--- config.mk ---
export PLATFORM = sky130hd
export DESIGN_NAME = dataflow_switch_ctrl_flat
export DESIGN_NICKNAME = d
export VERILOG_FILES = /design/src/rtl/dataflow_switch_ctrl_pkg.sv /design/src/rtl/dataflow_switch_ctrl_if.sv /design/src/rtl/dataflow_switch_ctrl_idle_detect.sv /design/src/rtl/dataflow_switch_ctrl.sv /design/src/flat_wrapper.sv
export SDC_FILE = /design/constraint.sdc
export NUM_CORES = 1
export LEC_CHECK = 0
export ABC_AREA = 1
export CORE_MARGIN = 2
export CORE_UTILIZATION = 25
export CTS_CLUSTER_DIAMETER = 50
export DETAILED_ROUTE_END_ITERATION = 10
export PLACE_DENSITY_LB_ADDON = 0.3
export SYNTH_ARGS = -nofsm -noshare
export SYNTH_HDL_FRONTEND = slang
export SYNTH_SLANG_ARGS = --single-unit
--- constraint.sdc ---
create_clock -name byte_clk -period 1.95 [get_ports byte_clk]
set_input_delay 0.39 -clock byte_clk [delete_from_list [all_inputs] [get_ports byte_clk]]
set_output_delay 0.39 -clock byte_clk [all_outputs]
set_load 0.01 [all_outputs]
--- src/rtl/dataflow_switch_ctrl_pkg.sv ---
// Shared definitions for the two-source D-PHY TX data-flow switch controller.
//   dfs_state_e       : handover FSM states (own, drain, guard, switch)
//   LP11              : lane-0 LP level pair that marks a stopped lane
//   DRAIN_IDLE_CYCLES : consecutive idle samples needed before the guard interval
package dfs_pkg;

    typedef enum logic [1:0] {
        StOwn    = 2'd0,
        StDrain  = 2'd1,
        StGuard  = 2'd2,
        StSwitch = 2'd3
    } dfs_state_e;

    localparam logic [1:0]  LP11              = 2'b11;
    localparam int unsigned DRAIN_IDLE_CYCLES = 2;

endpackage

--- src/rtl/dataflow_switch_ctrl_if.sv ---
// Bus between the two TX sources / datapath and the switch controller.
//   master : source side (drives requests and per-source lane status, sees grants)
//   slave  : controller side (samples requests and lane status, drives select/grants)
interface dataflow_switch_ctrl_if;
    import dfs_pkg::*;

    logic       req_a;
    logic       req_b;
    logic       hs_clk_en_a;
    logic       hs_clk_en_b;
    logic       hs_data_en_a;
    logic       hs_data_en_b;
    logic [1:0] lp0_out_a;
    logic [1:0] lp0_out_b;
    logic       i_state;
    logic       grant_a;
    logic       grant_b;
    logic       force_lp11;
    logic       busy;
    logic       timeout_err;

    modport master (
        output req_a, req_b, hs_clk_en_a, hs_clk_en_b, hs_data_en_a, hs_data_en_b,
               lp0_out_a, lp0_out_b,
        input  i_state, grant_a, grant_b, force_lp11, busy, timeout_err
    );

    modport slave (
        input  req_a, req_b, hs_clk_en_a, hs_clk_en_b, hs_data_en_a, hs_data_en_b,
               lp0_out_a, lp0_out_b,
        output i_state, grant_a, grant_b, force_lp11, busy, timeout_err
    );

endinterface

--- src/rtl/dataflow_switch_ctrl_idle_detect.sv ---
// Per-source lane idle qualifier: lane is idle when HS clock and data are both
// disabled and lane 0 sits at LP-11.
//   hs_clk_en_i  : HS clock enable of the source
//   hs_data_en_i : HS data enable of the source
//   lp0_out_i    : lane-0 LP levels of the source
//   idle_o       : combinational idle indication
module dfs_idle_detect
    import dfs_pkg::*;
(
    input  logic       hs_clk_en_i,
    input  logic       hs_data_en_i,
    input  logic [1:0] lp0_out_i,
    output logic       idle_o
);

    assign idle_o = !hs_clk_en_i && !hs_data_en_i && (lp0_out_i == LP11);

endmodule

--- src/rtl/dataflow_switch_ctrl.sv ---
// A/B select sequencer for the two-source MIPI D-PHY TX data-flow switch.
// Ownership moves only after the owner has released and sits idle in LP-11,
// followed by a guard interval of forced LP-11.
//   byte_clk : byte clock, all state on its rising edge
//   reset_n  : asynchronous active-low reset (ownership returns to A at once)
//   bus      : slave side of dataflow_switch_ctrl_if (requests, lane status,
//              i_state select, grants, force_lp11, busy, timeout_err)
// Optional build macro DFS_FORCE_TIMEOUT_EN: forces a handover when both sources
// have requested for TIMEOUT_CYCLES and sets a sticky timeout_err.
module dataflow_switch_ctrl
    import dfs_pkg::*;
#(
    parameter int unsigned GUARD_CYCLES   = 16,
    parameter int unsigned CNT_W          = 8,
    parameter int unsigned TIMEOUT_CYCLES = 200
) (
    input logic                    byte_clk,
    input logic                    reset_n,
    dataflow_switch_ctrl_if.slave  bus
);

    localparam logic [CNT_W-1:0] GuardLast = CNT_W'(GUARD_CYCLES - 1);
    localparam logic [CNT_W-1:0] CntMax    = {CNT_W{1'b1}};
    localparam logic [1:0]       IdleLast  = 2'(DRAIN_IDLE_CYCLES - 1);

    dfs_state_e       state_q, state_d;
    logic [1:0]       idle_cnt_q, idle_cnt_d;
    logic [CNT_W-1:0] guard_cnt_q, guard_cnt_d;
    logic             i_state_q, i_state_d;
    logic             grant_a_q, grant_b_q;
    logic             force_lp11_q, busy_q;

    logic idle_a, idle_b;
    logic req_own, req_oth, owner_idle;

    dfs_idle_detect u_idle_a (
        .hs_clk_en_i  (bus.hs_clk_en_a),
        .hs_data_en_i (bus.hs_data_en_a),
        .lp0_out_i    (bus.lp0_out_a),
        .idle_o       (idle_a)
    );

    dfs_idle_detect u_idle_b (
        .hs_clk_en_i  (bus.hs_clk_en_b),
        .hs_data_en_i (bus.hs_data_en_b),
        .lp0_out_i    (bus.lp0_out_b),
        .idle_o       (idle_b)
    );

    assign req_own    = i_state_q ? bus.req_b : bus.req_a;
    assign req_oth    = i_state_q ? bus.req_a : bus.req_b;
    assign owner_idle = i_state_q ? idle_b : idle_a;

`ifdef DFS_FORCE_TIMEOUT_EN
    localparam logic [CNT_W-1:0] TmoLast = CNT_W'(TIMEOUT_CYCLES - 1);

    logic [CNT_W-1:0] tmo_cnt_q, tmo_cnt_d;
    logic             tmo_err_q;
    logic             both_req, tmo_hit;

    assign both_req = bus.req_a && bus.req_b;
    assign tmo_hit  = (state_q == StOwn) && both_req && (tmo_cnt_q >= TmoLast) && owner_idle;

    always_comb begin
        tmo_cnt_d = '0;
        if (state_q == StOwn && both_req) begin
            tmo_cnt_d = (tmo_cnt_q == CntMax) ? tmo_cnt_q : tmo_cnt_q + CNT_W'(1);
        end
    end

    always_ff @(posedge byte_clk or negedge reset_n) begin
        if (!reset_n) begin
            tmo_cnt_q <= '0;
            tmo_err_q <= 1'b0;
        end else begin
            tmo_cnt_q <= tmo_cnt_d;
            tmo_err_q <= tmo_err_q | tmo_hit;
        end
    end

    assign bus.timeout_err = tmo_err_q;
`else
    logic tmo_hit;
    assign tmo_hit         = 1'b0;
    assign bus.timeout_err = 1'b0;
`endif

    always_comb begin
        state_d     = state_q;
        idle_cnt_d  = idle_cnt_q;
        guard_cnt_d = guard_cnt_q;
        i_state_d   = i_state_q;
        unique case (state_q)
            StOwn: begin
                // A forced handover is otherwise identical to a voluntary release.
                if ((req_oth && !req_own && owner_idle) || tmo_hit) begin
                    state_d    = StDrain;
                    idle_cnt_d = '0;
                end
            end
            StDrain: begin
                if (!req_oth) begin
                    state_d = StOwn;
                end else if (!owner_idle) begin
                    idle_cnt_d = '0;
                end else if (idle_cnt_q == IdleLast) begin
                    state_d     = StGuard;
                    idle_cnt_d  = '0;
                    guard_cnt_d = '0;
                end else begin
                    idle_cnt_d = idle_cnt_q + 2'd1;
                end
            end
            StGuard: begin
                if (guard_cnt_q == GuardLast) begin
                    state_d = StSwitch;
                end else if (guard_cnt_q != CntMax) begin
                    guard_cnt_d = guard_cnt_q + CNT_W'(1);
                end
            end
            StSwitch: begin
                i_state_d = !i_state_q;
                state_d   = StOwn;
            end
            default: state_d = StOwn;
        endcase
    end

    always_ff @(posedge byte_clk or negedge reset_n) begin
        if (!reset_n) begin
            state_q      <= StOwn;
            idle_cnt_q   <= '0;
            guard_cnt_q  <= '0;
            i_state_q    <= 1'b0;
            grant_a_q    <= 1'b1;
            grant_b_q    <= 1'b0;
            force_lp11_q <= 1'b0;
            busy_q       <= 1'b0;
        end else begin
            state_q      <= state_d;
            idle_cnt_q   <= idle_cnt_d;
            guard_cnt_q  <= guard_cnt_d;
            i_state_q    <= i_state_d;
            // Grant needs one settled OWN cycle, so it trails a select change by a cycle.
            grant_a_q    <= (state_q == StOwn) && (state_d == StOwn) && !i_state_q;
            grant_b_q    <= (state_q == StOwn) && (state_d == StOwn) && i_state_q;
            force_lp11_q <= (state_d != StOwn);
            busy_q       <= (state_d != StOwn);
        end
    end

    assign bus.i_state    = i_state_q;
    assign bus.grant_a    = grant_a_q;
    assign bus.grant_b    = grant_b_q;
    assign bus.force_lp11 = force_lp11_q;
    assign bus.busy       = busy_q;

endmodule

--- src/flat_wrapper.sv ---
// flat-port wrapper written by rule: the top's interface ports become plain ports
module dataflow_switch_ctrl_flat import dfs_pkg::*;
#(
    parameter int unsigned GUARD_CYCLES   = 16,
    parameter int unsigned CNT_W          = 8,
    parameter int unsigned TIMEOUT_CYCLES = 200
)
  (byte_clk, reset_n, bus_req_a, bus_req_b, bus_hs_clk_en_a, bus_hs_clk_en_b, bus_hs_data_en_a, bus_hs_data_en_b, bus_lp0_out_a, bus_lp0_out_b, bus_i_state, bus_grant_a, bus_grant_b, bus_force_lp11, bus_busy, bus_timeout_err);
  dataflow_switch_ctrl_if bus_i ();
  input logic byte_clk;
  input logic reset_n;
  input wire logic [$bits(bus_i.req_a)-1:0] bus_req_a;
  input wire logic [$bits(bus_i.req_b)-1:0] bus_req_b;
  input wire logic [$bits(bus_i.hs_clk_en_a)-1:0] bus_hs_clk_en_a;
  input wire logic [$bits(bus_i.hs_clk_en_b)-1:0] bus_hs_clk_en_b;
  input wire logic [$bits(bus_i.hs_data_en_a)-1:0] bus_hs_data_en_a;
  input wire logic [$bits(bus_i.hs_data_en_b)-1:0] bus_hs_data_en_b;
  input wire logic [$bits(bus_i.lp0_out_a)-1:0] bus_lp0_out_a;
  input wire logic [$bits(bus_i.lp0_out_b)-1:0] bus_lp0_out_b;
  output wire logic [$bits(bus_i.i_state)-1:0] bus_i_state;
  output wire logic [$bits(bus_i.grant_a)-1:0] bus_grant_a;
  output wire logic [$bits(bus_i.grant_b)-1:0] bus_grant_b;
  output wire logic [$bits(bus_i.force_lp11)-1:0] bus_force_lp11;
  output wire logic [$bits(bus_i.busy)-1:0] bus_busy;
  output wire logic [$bits(bus_i.timeout_err)-1:0] bus_timeout_err;
  assign bus_i.req_a = bus_req_a;
  assign bus_i.req_b = bus_req_b;
  assign bus_i.hs_clk_en_a = bus_hs_clk_en_a;
  assign bus_i.hs_clk_en_b = bus_hs_clk_en_b;
  assign bus_i.hs_data_en_a = bus_hs_data_en_a;
  assign bus_i.hs_data_en_b = bus_hs_data_en_b;
  assign bus_i.lp0_out_a = bus_lp0_out_a;
  assign bus_i.lp0_out_b = bus_lp0_out_b;
  assign bus_i_state = bus_i.i_state;
  assign bus_grant_a = bus_i.grant_a;
  assign bus_grant_b = bus_i.grant_b;
  assign bus_force_lp11 = bus_i.force_lp11;
  assign bus_busy = bus_i.busy;
  assign bus_timeout_err = bus_i.timeout_err;
  dataflow_switch_ctrl #(.GUARD_CYCLES(GUARD_CYCLES), .CNT_W(CNT_W), .TIMEOUT_CYCLES(TIMEOUT_CYCLES)) u_core (.byte_clk(byte_clk), .reset_n(reset_n), .bus(bus_i));
endmodule
* Yosys cells after proc, flatten, opt, wreduce, memory -nomap -nowiden
Cells that the tools add are included.
Cells by class: $mul 0, magnitude comparators 0, divide/modulo/power cells 0, $add $sub $neg 2, equality and inequality tests 14, bitwise operators 0, muxes and demuxes 20, shift operators 0, reduce and logical (&&, ||, !) cells 22
Operators with widths (count):
- 2-to-1 mux 8 bit | 5
- 2-to-1 mux 2 bit | 9
- one-hot mux 8 bit (2 select lines) | 1
- != test 2 x 1 -> 1 bit, second input constant | 5
- logical AND 1 bit | 9
- adder 8 x 1 -> 8 bit, second input constant | 1
- == test 2 bit, second input constant | 4
- == test 8 x 4 -> 1 bit, second input constant | 1
- != test 8 bit, second input constant | 1
- one-hot mux 2 bit (4 select lines) | 1
- zero test 1 bit | 6
- AND reduction 6 bit | 1
- nonzero test 2 bit | 3
- == test 2 x 1 -> 1 bit, second input constant | 2
- zero test 2 bit | 2
- one-hot mux 2 bit (2 select lines) | 1
- 2-to-1 mux 1 bit | 3
- AND reduction 3 bit | 1
- adder 2 x 1 -> 2 bit, second input constant | 1
- != test 2 bit, second input constant | 1
Storage, ports and cells: output and inout port bits 6, memories kept 0, logic and storage cells 65, input port bits 12, bits in latches 0, register bits 16, bits in read-only memories 0, RAM bits 0

* Longest topological paths before layout
Gate-level depths: netlist of the first run.
depth after elaboration 10, gate-level depth with buffers 10, depth with buffers taken out 10

* By module
From an unflattened synthesis of the first run, not the netlist that was laid out.
Second synthesis, totals: cell total of the unflattened synthesis 138, area total of the unflattened synthesis 1002.2 um^2
By module, submodules not included:
- dataflow_switch_ctrl | seq. area each 401.6 um^2, area each 959.7 um^2, cells each 128, instances 1
- dfs_idle_detect | seq. area each 0.0 um^2, area each 21.3 um^2, cells each 5, instances 2

* Least setup slack after synthesis of the first run
No wires, ideal clock.
path kind flip-flop to flip-flop, start reg u_core.guard_cnt_q[0], end reg u_core.force_lp11_q (netlist: u_core.bus.force_lp11), buffers on the path 0, period minus slack after synthesis 1.443 ns, slack 0.507 ns, setup time 0.124 ns, arrival time 1.318 ns, required time 1.826 ns, stages on the path, launching flop included 11, cells stage by stage dfrtp_1 -> ha_1 -> nand2_1 -> inv_1 -> nand2_1 -> nor2_1 -> nand2_1 -> inv_2 -> a21oi_4 -> nand2_2 -> or2_1
Between the ends: word-level cells in the longest chain between the ends 4
RTL lines:
- from (decl) | RTL line dataflow_switch_ctrl.sv:28 | logic [CNT_W-1:0] guard_cnt_q, guard_cnt_d;
- from (signal assigned) | RTL line dataflow_switch_ctrl.sv:142 | guard_cnt_q <= guard_cnt_d;
- == test 8 x 4 -> 1 bit | RTL line dataflow_switch_ctrl.sv:115 | if (guard_cnt_q == GuardLast) begin
- 2-to-1 mux 2 bit | RTL line dataflow_switch_ctrl.sv:115
- one-hot mux 2 bit (4 select lines) | RTL line dataflow_switch_ctrl.sv:93 | unique case (state_q)
- via u_core.state_d[0] | RTL line dataflow_switch_ctrl.sv:26 | dfs_state_e state_q, state_d;
- nonzero test 2 bit | RTL line dataflow_switch_ctrl.sv:147 | force_lp11_q <= (state_d != StOwn);
- to (signal assigned) | RTL line dataflow_switch_ctrl.sv:147
- to (decl) | RTL line dataflow_switch_ctrl.sv:31 | logic force_lp11_q, busy_q;
The timed path passes the listed nets, and every way through them passes these cells. A chain may end at the register's enable or synchronous reset.

* Worst setup path after layout of the first run
start reg u_core.grant_a_q (netlist: u_core.bus.grant_a), end out bus_grant_a
RTL lines:
- from (decl) | RTL line dataflow_switch_ctrl.sv:30 | logic grant_a_q, grant_b_q;
- from (signal assigned) | RTL line dataflow_switch_ctrl.sv:145 | grant_a_q <= (state_q == StOwn) && (state_d == StOwn) && !i_state_q;
- to (decl) | RTL line flat_wrapper.sv:21 | output wire logic [$bits(bus_i.grant_a)-1:0] bus_grant_a;
No word-level cell between the ends.

==> impl_metrics.env, run 1 <==
export IMPL_outcome="finished clean"
export IMPL_routabilityCongestion=0.791
export IMPL_max_freq_mhz=597
export IMPL_vdd_ir_drop_max_v=0.000559
export IMPL_fillers=393
export IMPL_drive_gt1_frac=0.188
export IMPL_final_max_slew_viol_count=0
export IMPL_flow_area_growth_from_synthesis_pct=27.4
export IMPL_yosysUniqueCellTypes=27
export IMPL_core_um2=3720
export IMPL_timing_critical_path_cells="clkdlybuf4s50_1"
export IMPL_critical_path_arrival_ps=1290
export IMPL_cpLargestDelayFamily="buffers and inverters"
export IMPL_placement_setup_worst_slack_ps=172
export IMPL_synth_flop_cell="sky130_fd_sc_hd__dfrtp_1"
export IMPL_timing_final_ws_setup_ps=274
export IMPL_synth_enable_flop_cells=0
export IMPL_initial_core_util=0.263
export IMPL_die_height_um=66.6
export IMPL_clockBufferDepth=2
export IMPL_slowest_stage="sky130_fd_sc_hd__clkdlybuf4s50_1"
export IMPL_synthesized_netlist_net_count=138
export IMPL_cts_root_buf="sky130_fd_sc_hd__clkbuf_8"
export IMPL_worstPathRequired_ps=1560
export IMPL_final_antenna_net_count=0
export IMPL_yosys_warnings=0
export IMPL_path_class="reg -> out"
export IMPL_diodes=0
export IMPL_layout_area_seq_um2=402
export IMPL_vias_per_cell=4.36
export IMPL_maximum_fanout_along_the_worst_path=1
export IMPL_cts_setup_buffers=0
export IMPL_yosys_register_bits=16
export IMPL_timing_critical_path_to_type="output port"
export IMPL_via_count_of_the_first_global_routing_pass=749
export IMPL_cp_num_buf_inv=1
export IMPL_synthesized_netlist_cell_count=125
export IMPL_worst_setup_path_start_kind="register"
export IMPL_cells_taking_the_most_area_after_synthesis="sky130_fd_sc_hd__dfrtp_1, sky130_fd_sc_hd__nand2_1, sky130_fd_sc_hd__nor2_1"
export IMPL_htreeDepth=1
export IMPL_gr_usage_all_layers=0.0950
export IMPL_clock_insertion_delay_worst_skew_ps=250
export IMPL_tritoncts_num_buffers=3
export IMPL_postSynthAreaPerCell_um2=7.83
export IMPL_leakage_uw=0.000618
export IMPL_drv_cap=0
export IMPL_drt_wl_total_um=1970
export IMPL_hold_vio_cnt_final=0
export IMPL_place_port_buffers=16
export IMPL_grt_setup_unrepaired="no"
export IMPL_ioPinCount=18
export IMPL_synth_commonest_cells="sky130_fd_sc_hd__nand2_1, sky130_fd_sc_hd__nor2_1, sky130_fd_sc_hd__dfrtp_1"
export IMPL_hpwl_reported_at_the_end_of_detailed_placement_um=1470
export IMPL_drtPass1Iterations=4
export IMPL_yosysMostFrequentCell="sky130_fd_sc_hd__nand2_1"
export IMPL_post_drt_wl_per_cell_um=10.3
export IMPL_num_rows=22
export IMPL_power_per_cell_area_nw_per_um2=539
export IMPL_cts_tree="done"
export IMPL_layout_min_cycle_time_ps=1680
export IMPL_multiInputGateArea_um2=505
export IMPL_hold_buffers=0
export IMPL_nets=158
export IMPL_routed_via_count=837
export IMPL_yosysSeqAreaShare=0.410
export IMPL_finalClockSkew_ps=1.21
export IMPL_worst_setup_path_startpoint="u_core.bus.grant_a"
export IMPL_drt_initial_drc_count=16
export IMPL_syn_cell_area_um2=978
export IMPL_fp_dieArea_um2=4430
export IMPL_critical_path_reg2reg_startpoint="u_core.guard_cnt_q[0]"
export IMPL_tns_ps=0
export IMPL_synthDominantAreaCellType="sky130_fd_sc_hd__dfrtp_1"
export IMPL_min_delay_path_class="in -> async"
export IMPL_finalCritPeriodShare=0.859
export IMPL_globalRoute_totalOverflow=0
export IMPL_grt_pass1_wl_um=3110
export IMPL_setup_viol=0
export IMPL_cts_repair_resized=0
export IMPL_die_w_um=66.6
export IMPL_clkSlewWorstSetupHoldPaths_ps=60
export IMPL_drc_errors=0
export IMPL_timing_critical_path_slowest_cell_delay_ps=520
export IMPL_synthDominantCellAreaShare=0.384
export IMPL_cts_sink_count=16
export IMPL_number_of_antenna_violations_at_the_first_check_in_global_routing=0
export IMPL_grt_start_max_net_pins=17
export IMPL_synthArstFlopShare=1.00
power by group:
| part | total, uW | internal [uW] | leakage (uW) | switching [uW] |
|---|---|---|---|---|
| sequential | 332 | 332 | 0.000179 | 0 |
| combinational | 41.0 | 23.6 | 0.000410 | 17.4 |
| clock | 299 | 179 | 0.0000288 | 119 |
| total | 672 | 535 | 0.000618 | 137 |
sequential cells by signal, indices dropped and copies added (netlist names):
name and flops:
u_core.guard_cnt_q 8, u_core.bus.grant_a 1, u_core.state_q 2, u_core.bus.i_state 1, u_core.bus.grant_b 1, u_core.bus.force_lp11 1, u_core.idle_cnt_q 2
metal layers:
metal  routed length (um)  global-route usage  share of wire
met1                  849               0.108           0.43
met2                  945               0.164           0.48
met3                  165              0.0355          0.084
met4                   11              0.0306         0.0056
met5                    0                   0              0
cell families (layout without fill, tap and decap cells):
kind of cell	Yosys count	in the layout	share of synthesized area
simple gates	69	69	0.348
buf+inv	17	36	0.0729
compound gates	16	16	0.107
flops	16	16	0.410
xor+xnor	5	5	0.0448
fa+ha+maj	1	1	0.0128
other cells	1	1	0.00383
stage by stage:
step	total power, uW	util	hold WS [ps]	std cells	instance area (um2)
6_report	672	0.335	464	192	1250
5_1_grt	700	0.335	486	192	1250
4_1_cts	684	0.335	468	192	1250
3_5_place_dp	380	0.321	477	188	1190
3_3_place_gp	379	0.321	467	188	1190
2_1_floorplan	349	-	94.4	125	978
cell usage in the layout, fill, tap and decap left out, drive strengths merged:
cell,count
a21oi,5
or2,2
inv,15
dfstp,1
nand4,3
nand2,35
xor2,4
conb,1
nand3,4
nor3,1
clkbuf,4
dfrtp,15
xnor2,1
o21ai,10
ha,1
and3,1
clkdlybuf4s50,16
buf,1
o21bai,1
nor2,23
final timing paths:
path                                              end  depth (start not counted)  slack [ps]
worst max-delay path                      bus_grant_a                          1         270
worst min-delay path               u_core.bus.i_state                          2         460
worst min register to register     u_core.bus.grant_a                          1         480
worst max register to register  u_core.guard_cnt_q[3]                         10         310
max in group asynchronous          u_core.bus.grant_a                          2        1240
min in group byte_clk              u_core.bus.grant_a                          1         480
area by class of cell:
| cell class | instances | share of cell area |
|---|---|---|
| sequential | 16 | 0.322 |
| inverter | 15 | 0.0452 |
| clock buffer | 4 | 0.0442 |
| multi-input combinational | 92 | 0.406 |
| timing repair buffer | 17 | 0.135 |
| tap | 48 | 0.0482 |
Note: power is estimated with default switching activity, not from simulation.
==> run 2: changes to the inputs <==
==> constraint.sdc (replaced) <==
create_clock -name byte_clk -period 2 [get_ports byte_clk]
set_input_delay 0.4 -clock byte_clk [delete_from_list [all_inputs] [get_ports byte_clk]]
set_output_delay 0.4 -clock byte_clk [all_outputs]
set_load 0.01 [all_outputs]
==> results of run 2 <==
Same layout as run 1 (identical final DEF). Status: finished clean.
Among the figures that moved: setup slack after placement 172 ps -> 212 ps; setup slack after layout 274 ps -> 314 ps; hold slack 464 ps -> 474 ps; register-to-register setup slack 310 ps -> 360 ps; total power 672 uW -> 655 uW; worst IR drop on VDD 0.000559 V -> 0.000545 V
==> patch 1 (config.mk and constraints of run 1) <==
`CNT_W` is set to 8 in 2 places; all go to 9.
--- a/src/rtl/dataflow_switch_ctrl.sv
+++ b/src/rtl/dataflow_switch_ctrl.sv
@@ -13,3 +13,3 @@
     parameter int unsigned GUARD_CYCLES   = 16,
-    parameter int unsigned CNT_W          = 8,
+    parameter int unsigned CNT_W          = 9,
     parameter int unsigned TIMEOUT_CYCLES = 200
--- a/src/flat_wrapper.sv
+++ b/src/flat_wrapper.sv
@@ -4,3 +4,3 @@
     parameter int unsigned GUARD_CYCLES   = 16,
-    parameter int unsigned CNT_W          = 8,
+    parameter int unsigned CNT_W          = 9,
     parameter int unsigned TIMEOUT_CYCLES = 200
Check against the original RTL: same outputs for any inputs over 10 cycles, from zero or initial values and one cycle with reset_n low; that may be too few to reach the edited logic, so the function may still have changed.
==> patch 1 against run 1 <==
Cell area grew 5.3%; wire length rose by 8.1%; hold slack got worse by 26 ps; sequential cell count is 1 higher; setup slack worse by 200 ps; synthesized area rose by 2.6%.
Power is not compared: it rests on default switching activity, and its combinational part moved more than twofold at a synthesized area within 25%.
==> patch 1: results (changes against run 1) <==
[clock_tree]
clk_pin_slew_ps=70
h-tree-depth=1  ; unchanged
worst_skew_pair.late_latency_ps=260
cts_root_buf=clkbuf_8  ; unchanged

[routing]
drtPass1Iterations=5  ; was 4
drt-initial-drc-count=44  ; was 16
detail_route.vias_per_cell=4.411  ; was 4.359
wl_per_cell_um=10.54  ; was 10.27 um

[min_path]
hold_class=primary input to async pin  ; unchanged

[global_routing]
antenna_found_initial=0  ; unchanged
grt_pass1_vias=834  ; was 749
grt_pass1_wl_um=3408  ; was 3111 um
grt_usage=0.09685  ; was 0.09498
grt_max_degree=19  ; was 17

[worst_setup_path]
crit_family=simple AND/OR/NAND/NOR gates  ; was buffers and inverters
start_kind=flip-flop  ; unchanged
rr_worst_depth=10  ; unchanged
max_stage_delay_ps=410  ; was 520 ps
r2r_start=u_core.guard_cnt_q[0]  ; unchanged
cp_data_arrival_time_ps=2030  ; was 1290 ps
reg2reg_setup_slack_ps=70  ; was 310 ps
slowest_stage=dfrtp_1  ; was clkdlybuf4s50_1
cp_max_fo=6  ; was 1

[pwr]
swShare=0.3894
ir_drop_mv=0.2908
p_leak_nw=0.6196

[synth]
synth_warnings=0  ; unchanged
ys_async_sr_fraction=1.000  ; unchanged
syn-num-nets=142  ; was 138
synthTopCellsByCount=30 x nand2_1, 16 x dfrtp_1, 15 x inv_1, 14 x nand3_1, 13 x nor2_1  ; was 28 x nand2_1, 18 x nor2_1, 15 x dfrtp_1, 10 x inv_1, 8 x o21ai_0
synth_area_leaders=dfrtp_1 40%, nand2_1 11%, nand3_1 7.0%, inv_1 5.6%, o21ai_2 5.2%  ; was dfrtp_1 38%, nand2_1 11%, nor2_1 6.9%, o21ai_0 4.1%, inv_1 3.8%
yosysUniqueCellTypes=25  ; was 27
synth_seq_area_share=0.4252  ; was 0.4105
synth_ff_type=dfrtp_1  ; unchanged
syn_inst=128  ; was 125

[cells_and_area]
nNetsFinal=167  ; was 158
drive_gt1_frac=0.1842  ; was 0.1875
post_layout_nonfiller_instances=202  ; was 192
largestRegisters=u_core.guard_cnt_q x9, u_core.idle_cnt_q x2, u_core.state_q x2  ; was u_core.guard_cnt_q x8, u_core.idle_cnt_q x2, u_core.state_q x2
top_register=u_core.guard_cnt_q  ; unchanged
fillers=412  ; was 393
antenna_cells=0  ; unchanged

[placed_design]
placedCellCount=192  ; was 188
dp.final_hpwl_um=1540  ; was 1473 um
portBuffers=16  ; unchanged
place.gp.congestion=0.8207  ; was 0.7907

[status]
outcome=completed  ; unchanged

[sta]
timing.hold.ws_ps=438.2  ; was 464.4 ps
fin_skew_ps=3.157  ; was 1.211 ps

## patch 1: cell type report
| type | count | area [um2] | area share |
|---|---|---|---|
| well taps | 50 | 62.56 | 0.04766 |
| flip-flops and latches | 17 | 426.7 | 0.3251 |
| inverters | 17 | 63.81 | 0.04862 |
| clock buffers | 4 | 45.04 | 0.03432 |
| multi-input cells | 92 | 501.7 | 0.3823 |
| repair buffers | 22 | 212.7 | 0.1621 |
## patch 1: cell families (layout without fill, tap and decap cells)
family | count (synthesis) | after routing | synth area share
compound gates | 17 | 18 | 0.1234
xor+xnor | 2 | 2 | 0.01746
fa+ha+maj | 2 | 2 | 0.02493
buf+inv | 20 | 43 | 0.08977
flops | 17 | 17 | 0.4252
other cells | 1 | 1 | 0.003737
simple gates | 69 | 69 | 0.3155
## patch 1: stage by stage
step / worst slack [ps] / instance area [um2] / TNS (ps)
2_1_floorplan: 274.8 / 1003 / 0
3_3_place_gp: 17.43 / 1207 / 0
3_5_place_dp: -49.14 / 1207 / -135.6
4_1_cts: 2.384 / 1252 / 0
5_1_grt: -5.685 / 1313 / -5.685
6_report: 70.20 / 1313 / 0
## patch 1: layer usage
| metal | routed length [um] | up-vias | track usage | share of wire |
|---|---|---|---|---|
| met5 | 0 | - | 0 | 0 |
| met4 | 46 | 0 | 0.04592 | 0.022 |
| met3 | 36 | 5 | 0.01500 | 0.017 |
| met2 | 1063 | 11 | 0.1757 | 0.50 |
| met1 | 983 | 417 | 0.1102 | 0.46 |
| li1 | - | 458 | - | - |
## patch 1: power by group through the flow
stage          Clock [mW]  Sequential, mW  Combinational (mW)
2_1_floorplan           0           0.537               0.449
3_3_place_gp            0           0.551               0.554
3_5_place_dp            0           0.555               0.570
4_1_cts             0.276           0.549               0.573
5_1_grt             0.291           0.561               0.743
6_report            0.270           0.550               0.655
## patch 1: worst paths after layout
path	to
setup / recovery	u_core.guard_cnt_q[5]
hold / removal	u_core.guard_cnt_q[7]
setup reg to reg	u_core.guard_cnt_q[5]
hold reg to reg	u_core.bus.grant_a
max in group asynchronous	u_core.idle_cnt_q[1]
min in group byte_clk	u_core.bus.grant_a
## patch 1: what timing repair did
action	CTS	global route
setup endpoints to repair	0	11
gates resized for setup	0	5
buffers inserted	0	4
==> patch 2 (settings of run 1) <==
Without the edit above. The 4 states of `dfs_state_e` get a one-hot encoding in 4 bits.
--- a/src/rtl/dataflow_switch_ctrl_pkg.sv
+++ b/src/rtl/dataflow_switch_ctrl_pkg.sv
@@ -6,7 +6,7 @@
 
-    typedef enum logic [1:0] {
-        StOwn    = 2'd0,
-        StDrain  = 2'd1,
-        StGuard  = 2'd2,
-        StSwitch = 2'd3
+    typedef enum logic [3:0] {
+        StOwn    = 4'b0001,
+        StDrain  = 4'b0010,
+        StGuard  = 4'b0100,
+        StSwitch = 4'b1000
     } dfs_state_e;
Formal check against the unedited RTL: same outputs for any inputs over 10 cycles, from zero or initial values and one cycle with reset_n low; not proved beyond that.
==> patch 2 against run 1 <==
Sequential cell count is 2 higher; setup slack worse by 56 ps; cell area is 16% higher; synthesized cell count is 19% higher; wire length is 17% higher; critical endpoint is now bus_i_state; synthesized area is 19% higher; via count is 18% higher.
Power is not compared: it rests on default switching activity, and its combinational part moved more than twofold at a synthesized area within 25%.
==> patch 2: results (changes against run 1) <==
[status]
outcome=completed  ; unchanged

[cells_and_area]
largestRegisters=u_core.guard_cnt_q x8, u_core.state_q x4, u_core.idle_cnt_q x2  ; was u_core.guard_cnt_q x8, u_core.idle_cnt_q x2, u_core.state_q x2
fillers=477  ; was 393
drive_gt1_frac=0.2024  ; was 0.1875
nNetsFinal=182  ; was 158
finalInstanceArea_mm2=0.001440  ; was 0.001246 mm2

[synth]
yosysUniqueCellTypes=29  ; was 27
synth_seq_area_share=0.3880  ; was 0.4105
synthTopCellsByCount=42 x nand2_1, 20 x nor2_1, 16 x dfrtp_1, 16 x nand3_1, 8 x inv_1  ; was 28 x nand2_1, 18 x nor2_1, 15 x dfrtp_1, 10 x inv_1, 8 x o21ai_0
syn-num-nets=162  ; was 138

[routing]
detail_route.vias_per_cell=4.505  ; was 4.359
drt-initial-drc-count=62  ; was 16
wl_per_cell_um=10.45  ; was 10.27 um

[placed_design]
dp_slack_ps=201.6  ; was 172.2 ps
dp.final_hpwl_um=1858  ; was 1473 um
portBuffers=16  ; unchanged
place.gp.congestion=0.7674  ; was 0.7907

[worst_setup_path]
max_stage_delay_ps=590  ; was 520 ps
cp_max_fo=6  ; was 1
crit_family=buffers and inverters  ; unchanged
cp_data_required_time_ps=1560  ; about the same
rr_worst_depth=7  ; was 10
reg2reg_setup_slack_ps=440  ; was 310 ps
reg2reg_to=u_core.guard_cnt_q[6]  ; was u_core.guard_cnt_q[3]

[global_routing]
grt_pass1_vias=935  ; was 749
grt_pass1_wl_um=4188  ; was 3111 um
grt_max_degree=11  ; was 17
grt_usage=0.1003  ; was 0.09498

[sta]
fin_skew_ps=0.8514  ; was 1.211 ps

[pwr]
ir_drop_mv=0.1983

patch 2: changes by cell type after synthesis, moves of 3 or more:
cell     delta
o21ai_0     -7
nand4_1     -3
nand3_1    +13
nand2_1    +14
patch 2: how the worst max path moves through the flow:
stage	startpoint	endpoint	slack, ps
5_1_grt	u_core.bus.i_state	bus_i_state	160
3_5_place_dp	bus_req_a	u_core.guard_cnt_q[6]	200
6_report	u_core.bus.i_state	bus_i_state	220
3_3_place_gp	bus_req_a	u_core.guard_cnt_q[0]	220
4_1_cts	u_core.bus.i_state	bus_i_state	200
2_1_floorplan	u_core.guard_cnt_q[0]	u_core.guard_cnt_q[6]	580
patch 2: logic make-up (layout without fill, tap and decap cells):
| kind of cell | Yosys count | after routing | share of synthesized area |
|---|---|---|---|
| simple gates | 99 | 99 | 0.4555 |
| flops | 18 | 18 | 0.3880 |
| buf+inv | 18 | 37 | 0.07074 |
| compound gates | 9 | 9 | 0.04930 |
| xor+xnor | 3 | 3 | 0.02251 |
| fa+ha+maj | 1 | 1 | 0.01072 |
| other cells | 1 | 1 | 0.003212 |
patch 2: power groups by stage:
stage | clock network (mW) | logic [mW] | registers, mW
after floorplan | 0 | 0.0613 | 0.418
after global placement | 0 | 0.131 | 0.412
after detailed placement | 0 | 0.132 | 0.413
after CTS | 0.316 | 0.132 | 0.406
after global routing | 0.329 | 0.143 | 0.407
final | 0.307 | 0.131 | 0.405
patch 2: stage by stage:
| step | hold slack (ps) | instances | power (mW) |
|---|---|---|---|
| after global routing | 474.1 | 220 | 0.8792 |
| after floorplan | 94.41 | 149 | 0.4793 |
| after CTS | 445.3 | 220 | 0.8539 |
| after detailed placement | 499.3 | 216 | 0.5451 |
| after global placement | 497.1 | 216 | 0.5438 |
| final | 427.2 | 220 | 0.8430 |
patch 2: per-layer routing:
metal  vias up  track usage  share of wire
li1        511            -              -
met1       460       0.1349           0.48
met2        15       0.1611           0.47
met3         5      0.01250          0.028
met4         0      0.04403          0.019
met5         -            0              0
patch 2: area by class of cell:
cell class | count | share of cell area
Clock buffer | 4 | 0.03823
Inverter | 16 | 0.04692
Multi-Input combinational cell | 113 | 0.4387
Sequential cell | 18 | 0.3145
Tap cell | 52 | 0.04518
Timing Repair Buffer | 17 | 0.1164
